<file path="src/rtl/nco_pkg.sv">
// Shared types and widths for the NCO frequency-control path.
// Latency: n/a (package only).
// Backpressure: n/a.
package nco_pkg;

    // Frequency word width of the sine generator's freq_control input.
    localparam int FW_DEFAULT = 16;
    // Dwell counter width; dwell up to 2^DW cycles per frequency.
    localparam int DW_DEFAULT = 24;
    // Width shared with the sine generator's freq_control port.
    localparam int NCO_FREQ_CONTROL_W = FW_DEFAULT;

    typedef enum logic {
        IDLE = 1'b0,
        RUN  = 1'b1
    } state_t;

    typedef enum logic {
        DIR_UP   = 1'b0,
        DIR_DOWN = 1'b1
    } dir_t;

endpackage

</file>
<file path="src/rtl/nco_dwell_timer.sv">
// Down-counting dwell timer: load a hold count, count to zero, flag expiry.
// Latency: expire reflects the registered count (combinational off the register).
// Backpressure: none; load has priority over enable, clear over load.
module nco_dwell_timer #(
    parameter int DW = 24
) (
    input  logic          clk,
    input  logic          rst,
    input  logic          clr,
    input  logic          load,
    input  logic [DW-1:0] load_val,
    input  logic          en,
    output logic          expire
);

    logic [DW-1:0] cnt;

    // Counter register: clear/reset to zero, reload, or decrement toward zero.
    always_ff @(posedge clk) begin
        if (rst || clr) begin
            cnt <= '0;
        end else if (load) begin
            cnt <= load_val;
        end else if (en && (cnt != '0)) begin
            cnt <= cnt - {{(DW-1){1'b0}}, 1'b1};
        end
    end

    assign expire = (cnt == '0);

endmodule

</file>
<file path="src/rtl/nco_sweep_controller.sv">
// Linear frequency sweep sequencer driving the NCO freq_control word.
// Latency: start sampled in cycle T, first word out at T+1, then every dwell+1 cycles.
// Backpressure: none; start ignored while busy, abort wins over start.
module nco_sweep_controller
    import nco_pkg::*;
#(
    parameter int FW = FW_DEFAULT,
    parameter int DW = DW_DEFAULT
) (
    input  logic          clk,
    input  logic          rst,
    input  logic [FW-1:0] cfg_start_freq,
    input  logic [FW-1:0] cfg_stop_freq,
    input  logic [FW-1:0] cfg_step,
    input  logic [DW-1:0] cfg_dwell,
    input  logic          cfg_pingpong,
    input  logic          start,
    input  logic          abort,
    output logic [FW-1:0] freq_word,
    output logic          busy,
    output logic          step_strobe,
    output logic          sweep_done
);

    state_t        state, state_nxt;
    dir_t          dir_r, dir_nxt, step_dir;
    logic [FW-1:0] orig_r, orig_nxt;     // endpoint the sweep is moving away from
    logic [FW-1:0] tgt_r, tgt_nxt;       // endpoint the sweep is moving toward
    logic [FW-1:0] step_r, step_nxt;
    logic [DW-1:0] dwell_r, dwell_nxt;
    logic          pp_r, pp_nxt;
    logic [FW-1:0] freq_nxt;
    logic          strobe_nxt, done_nxt;

    logic          tmr_clr, tmr_load, tmr_en, tmr_expire;
    logic [DW-1:0] tmr_load_val;

    logic          bounce;
    logic [FW-1:0] step_tgt, stepped;
    logic [FW:0]   sum, diff;

    nco_dwell_timer #(.DW(DW)) u_dwell (
        .clk      (clk),
        .rst      (rst),
        .clr      (tmr_clr),
        .load     (tmr_load),
        .load_val (tmr_load_val),
        .en       (tmr_en),
        .expire   (tmr_expire)
    );

    // At an endpoint in ping-pong mode the step heads back toward the other end.
    assign bounce = tmr_expire && (freq_word == tgt_r) && pp_r;

    // Next frequency one step toward the target, clamped so it never passes or wraps.
    always_comb begin
        step_tgt = bounce ? orig_r : tgt_r;
        step_dir = bounce ? ((dir_r == DIR_UP) ? DIR_DOWN : DIR_UP) : dir_r;
        sum      = {1'b0, freq_word} + {1'b0, step_r};
        diff     = {1'b0, freq_word} - {1'b0, step_r};
        stepped  = freq_word;
        if (step_dir == DIR_UP) begin
            stepped = (sum > {1'b0, step_tgt}) ? step_tgt : sum[FW-1:0];
        end else begin
            stepped = (diff[FW] || (diff[FW-1:0] < step_tgt)) ? step_tgt : diff[FW-1:0];
        end
    end

    // Next-state and output decode for the IDLE/RUN sequencer.
    always_comb begin
        state_nxt    = state;
        dir_nxt      = dir_r;
        orig_nxt     = orig_r;
        tgt_nxt      = tgt_r;
        step_nxt     = step_r;
        dwell_nxt    = dwell_r;
        pp_nxt       = pp_r;
        freq_nxt     = freq_word;
        strobe_nxt   = 1'b0;
        done_nxt     = 1'b0;
        tmr_clr      = 1'b0;
        tmr_load     = 1'b0;
        tmr_load_val = dwell_r;
        tmr_en       = 1'b0;

        if (abort) begin
            state_nxt = IDLE;
            tmr_clr   = 1'b1;
        end else begin
            case (state)
                IDLE: begin
                    if (start) begin
                        orig_nxt     = cfg_start_freq;
                        tgt_nxt      = cfg_stop_freq;
                        step_nxt     = (cfg_step == '0) ? {{(FW-1){1'b0}}, 1'b1} : cfg_step;
                        dwell_nxt    = cfg_dwell;
                        pp_nxt       = cfg_pingpong;
                        dir_nxt      = (cfg_stop_freq >= cfg_start_freq) ? DIR_UP : DIR_DOWN;
                        freq_nxt     = cfg_start_freq;
                        strobe_nxt   = 1'b1;
                        tmr_load     = 1'b1;
                        tmr_load_val = cfg_dwell;
                        state_nxt    = RUN;
                    end
                end
                RUN: begin
                    if (!tmr_expire) begin
                        tmr_en = 1'b1;
                    end else if (freq_word != tgt_r) begin
                        freq_nxt   = stepped;
                        strobe_nxt = 1'b1;
                        tmr_load   = 1'b1;
                    end else if (!pp_r) begin
                        done_nxt  = 1'b1;
                        state_nxt = IDLE;
                    end else begin
                        orig_nxt   = tgt_r;
                        tgt_nxt    = orig_r;
                        dir_nxt    = step_dir;
                        freq_nxt   = stepped;
                        strobe_nxt = 1'b1;
                        tmr_load   = 1'b1;
                    end
                end
                default: state_nxt = IDLE;
            endcase
        end
    end

    // State register plus latched sweep configuration and registered outputs.
    always_ff @(posedge clk) begin
        if (rst) begin
            state       <= IDLE;
            dir_r       <= DIR_UP;
            orig_r      <= '0;
            tgt_r       <= '0;
            step_r      <= '0;
            dwell_r     <= '0;
            pp_r        <= 1'b0;
            freq_word   <= '0;
            step_strobe <= 1'b0;
            sweep_done  <= 1'b0;
        end else begin
            state       <= state_nxt;
            dir_r       <= dir_nxt;
            orig_r      <= orig_nxt;
            tgt_r       <= tgt_nxt;
            step_r      <= step_nxt;
            dwell_r     <= dwell_nxt;
            pp_r        <= pp_nxt;
            freq_word   <= freq_nxt;
            step_strobe <= strobe_nxt;
            sweep_done  <= done_nxt;
        end
    end

    assign busy = (state == RUN);

endmodule

</file>
<file path="config.mk">
export PLATFORM = sky130hd
export DESIGN_NAME = nco_sweep_controller
export DESIGN_NICKNAME = d
export VERILOG_FILES = /design/src/rtl/nco_pkg.sv /design/src/rtl/nco_dwell_timer.sv /design/src/rtl/nco_sweep_controller.sv
export SDC_FILE = /design/constraint.sdc
export NUM_CORES = 1
export LEC_CHECK = 0
export BUFFER_PORTS_ARGS = -buffer_cell sky130_fd_sc_hd__buf_2
export CORE_UTILIZATION = 53
export DETAILED_ROUTE_END_ITERATION = 10
export PLACE_DENSITY = 0.71
export RECOVER_POWER = 100
export SLEW_MARGIN = 10
export SYNTH_ARGS = -nofsm -noshare
export SYNTH_HDL_FRONTEND = slang
export SYNTH_SLANG_ARGS = --single-unit
</file>
<file path="constraint.sdc">
create_clock -name clk -period 7.5 [get_ports clk]
set_clock_uncertainty 0.2 [all_clocks]
set_input_delay 1.125 -clock clk [delete_from_list [all_inputs] [get_ports clk]]
set_output_delay 1.125 -clock clk [all_outputs]
set_load 0.005 [all_outputs]
</file>
==> metrics.csv <==
metric;value;unit
dpl cells;1306;
final period utilization;0.817;
Die Span X;127;µm
synth warn;0;
Tot GR Track Use;0.305;
failing checks;max-capacitance violations, max-slew violations;
DR pass1 iterations;5;
post-synth top area share;0.282;
power per cell area;237;nW/µm²
Final Hold Viols;0;
Req. time, crit path;7.52;ns
combinational family with the most area after synthesis;simple AND/OR/NAND/NOR gates;
initial antenna violation count;0;
largest cells by area after synthesis;dfxtp_1 28%, ha_1 12%, nor2_1 7.5%;
mux share of post-synthesis cell area;0.0746;
syn avg cell area;7.91;µm²
largest net degree at the start of global routing;67;
Root Buffer;clkbuf_16;
Seq pwr share;0.317;
post-route cell area;9410;µm²
Antenna Violating Nets Remaining;0;
RSZ-0062 raised after global routing;no;
Achievable Freq;163;MHz
# port buffers;95;
post-synthesis adder-cell area fraction;0.124;
via count;7855;
critical path cell sequence;xor2_1 -> nor4_1 -> nand4_1 -> nor2_1 -> mux2i_1 -> ha_1 -> nand4_1 -> nor3_1 -> nand3_1 -> nor3_1 -> a2111oi_0 -> o21ai_0 -> a21oi_4 -> nor2_1 -> mux2i_1 -> o22ai_1;
FP Rows;45;
Area after DPL;8890;µm²
final HPWL from detailed placement;17.7;mm
Die ar.;16200;µm²
delay-heaviest family, CP;simple AND/OR/NAND/NOR gates;
status;complete, but fails checks;
Post-Route WL;24.0;mm
Synth Area in Compound Gates;0.210;
# resized after CTS;0;
sw power;0.000790;W
Die Ht;127;µm
Final Critical Period;6.13;ns
total power;0.00223;W
top-count cell post-synth;nor2_1;
number of buffers and inverters on the critical path;0;
H-tree depth;4;
synthesized instance count;1052;
Final Max Slew Viols;203;
Final setup viols;0;
Num CTS Buffers;17;
clock share of power;0.364;
share of cells above drive strength 1;0.121;
Seq/Total Area, Yosys;0.282;
crit path max fanout;16;
sw frac;0.354;
Mapped Area;8320;µm²
first-pass GRT wire length;38.2;mm
Slew headroom;-0.844;
vias in the first global route;7404;
Synth Net Count;1210;
Iter 0 DRT Violations;525;
Nets;1272;
Yosys cell types;72;
Avg WL per Cell;17.9;µm
CP peak stage delay;0.81;ns
startpoint types;flip-flop;
crit path DAT;6.15;ns
Post-synth EDFFs;0;
WS Path Type;flip-flop to flip-flop;
clk buf depth;2;
clk sinks;117;
area grow syn2layout;13.2;%
Clock Latency Late Sink;0.43;ns
Synth Area in Simple Gates;0.211;
Pint;0.00144;W
total leakage power;3.98;nW
number of post-CTS setup repair buffers;0;
diodes inserted;0;
I/O pin cnt;96;
initial cell density of the core;0.545;
CP max stage cell;nor2_1;
Residual DRC;0;
leading post-synthesis cells by instance count;166 x nor2_1, 117 x dfxtp_1, 84 x nand2_1;
Placer Congestion;0.947;
Post-Synth XOR/XNOR Area;0.0463;
post-synthesis register bit count;117;
DR vias/cell;5.87;
core area;15300;µm²
Logic pwr share;0.319;
remaining global-route overflow;0;
CP endpoint kind;flip-flop;
max_cap viols;5;
maximum vdd drop;167;µV
total negative slack;0;ns
actual slew at the worst max-slew pin;2.77;ns
asr flop ratio synth;0;
Hold Crit Class;flip-flop to flip-flop;
top_reg_cell synth;dfxtp_1;
CTS tree;built;
Non-Filler Instances;1338;
Reg clk slew, reported paths;0.06;ns
Synth area leader;dfxtp_1;
CTS Hold Bufs;0;
final timing paths:
kind,from,end,slack (ns),cells after the start
worst max-delay path,freq_word[1]$_SDFFE_PP0P_,freq_word[0]$_SDFFE_PP0P_,1.37,16
worst min-delay path,dwell_r[2]$_SDFF_PP0_,dwell_r[2]$_SDFF_PP0_,0.27,2
worst max register to register,freq_word[1]$_SDFFE_PP0P_,freq_word[0]$_SDFFE_PP0P_,1.37,16
worst min register to register,dwell_r[2]$_SDFF_PP0_,dwell_r[2]$_SDFF_PP0_,0.27,2
cell families (layout without fill, tap and decap cells):
logic type               count (synthesis)  count (layout)
adder cells (fa/ha/maj)                 81              81
AO/OA/AOI/OAI                          261             261
AND/OR/NAND/NOR                        377             377
XOR/XNOR                                44              44
multiplexers                            62              62
buffers and inverters                  110             185
flip-flops                             117             117
routing by layer:
metal	GRT usage	wire (µm)	vias up
met5	0	0	-
met1	0.369	10200	3681
met2	0.533	11900	226
met4	0.124	741	0
li1	-	-	3900
met3	0.0565	1150	48
cells in the final DEF (no fill, tap or decap), types with 41 or more instances in the layout:
master    instances
nand2_1          84
ha_1             79
a211oi_1         41
nor2_1          168
buf_2            82
mux2i_1          62
o21ai_0          41
inv_1            52
dfxtp_1         117
a21oi_1          71
flip-flops by register name, summed over array words and instances (netlist names), 16 cells and up:
| signal | cells |
|---|---|
| freq_word | 16 |
| u_dwell.cnt | 24 |
| dwell_r | 24 |
| tgt_r | 16 |
| step_r | 16 |
| orig_r | 16 |
power by group through the flow:
stage	logic (W)	registers (W)	clock network [W]
finish	0.000712	0.000707	0.000812
global route	0.000790	0.000712	0.000847
CTS	0.000703	0.000706	0.000817
detailed placement	0.000694	0.000719	0
global placement	0.000691	0.000718	0
floorplan	0.000523	0.000703	0
per-stage QoR:
stage / hold slack [ns] / setup WS (ns) / utilization
2_1_floorplan: 0.244 / 3.06 / -
3_3_place_gp: 0.257 / 2.25 / 0.582
3_5_place_dp: 0.260 / 2.19 / 0.582
4_1_cts: 0.270 / 2.16 / 0.620
5_1_grt: 0.285 / 0.792 / 0.617
6_report: 0.266 / 1.37 / 0.617
area by class of cell:
cell class              instances  area [µm²]
repair buffers                101         489
multi-input cells             825        5550
well taps                     211         264
inverters                      52         195
fillers                      1430        5850
clock buffers                  21         450
clock inverters                11         126
flip-flops and latches        117        2340
worst min-delay path: cells and delay by family, from the launching register on:
| kind | cells | cell delay, ns |
|---|---|---|
| simple gates | 1 | 0.06 |
| compound gates | 1 | 0.06 |
| flops | 1 | 0.30 |
Power figures use the tool's default switching activity.
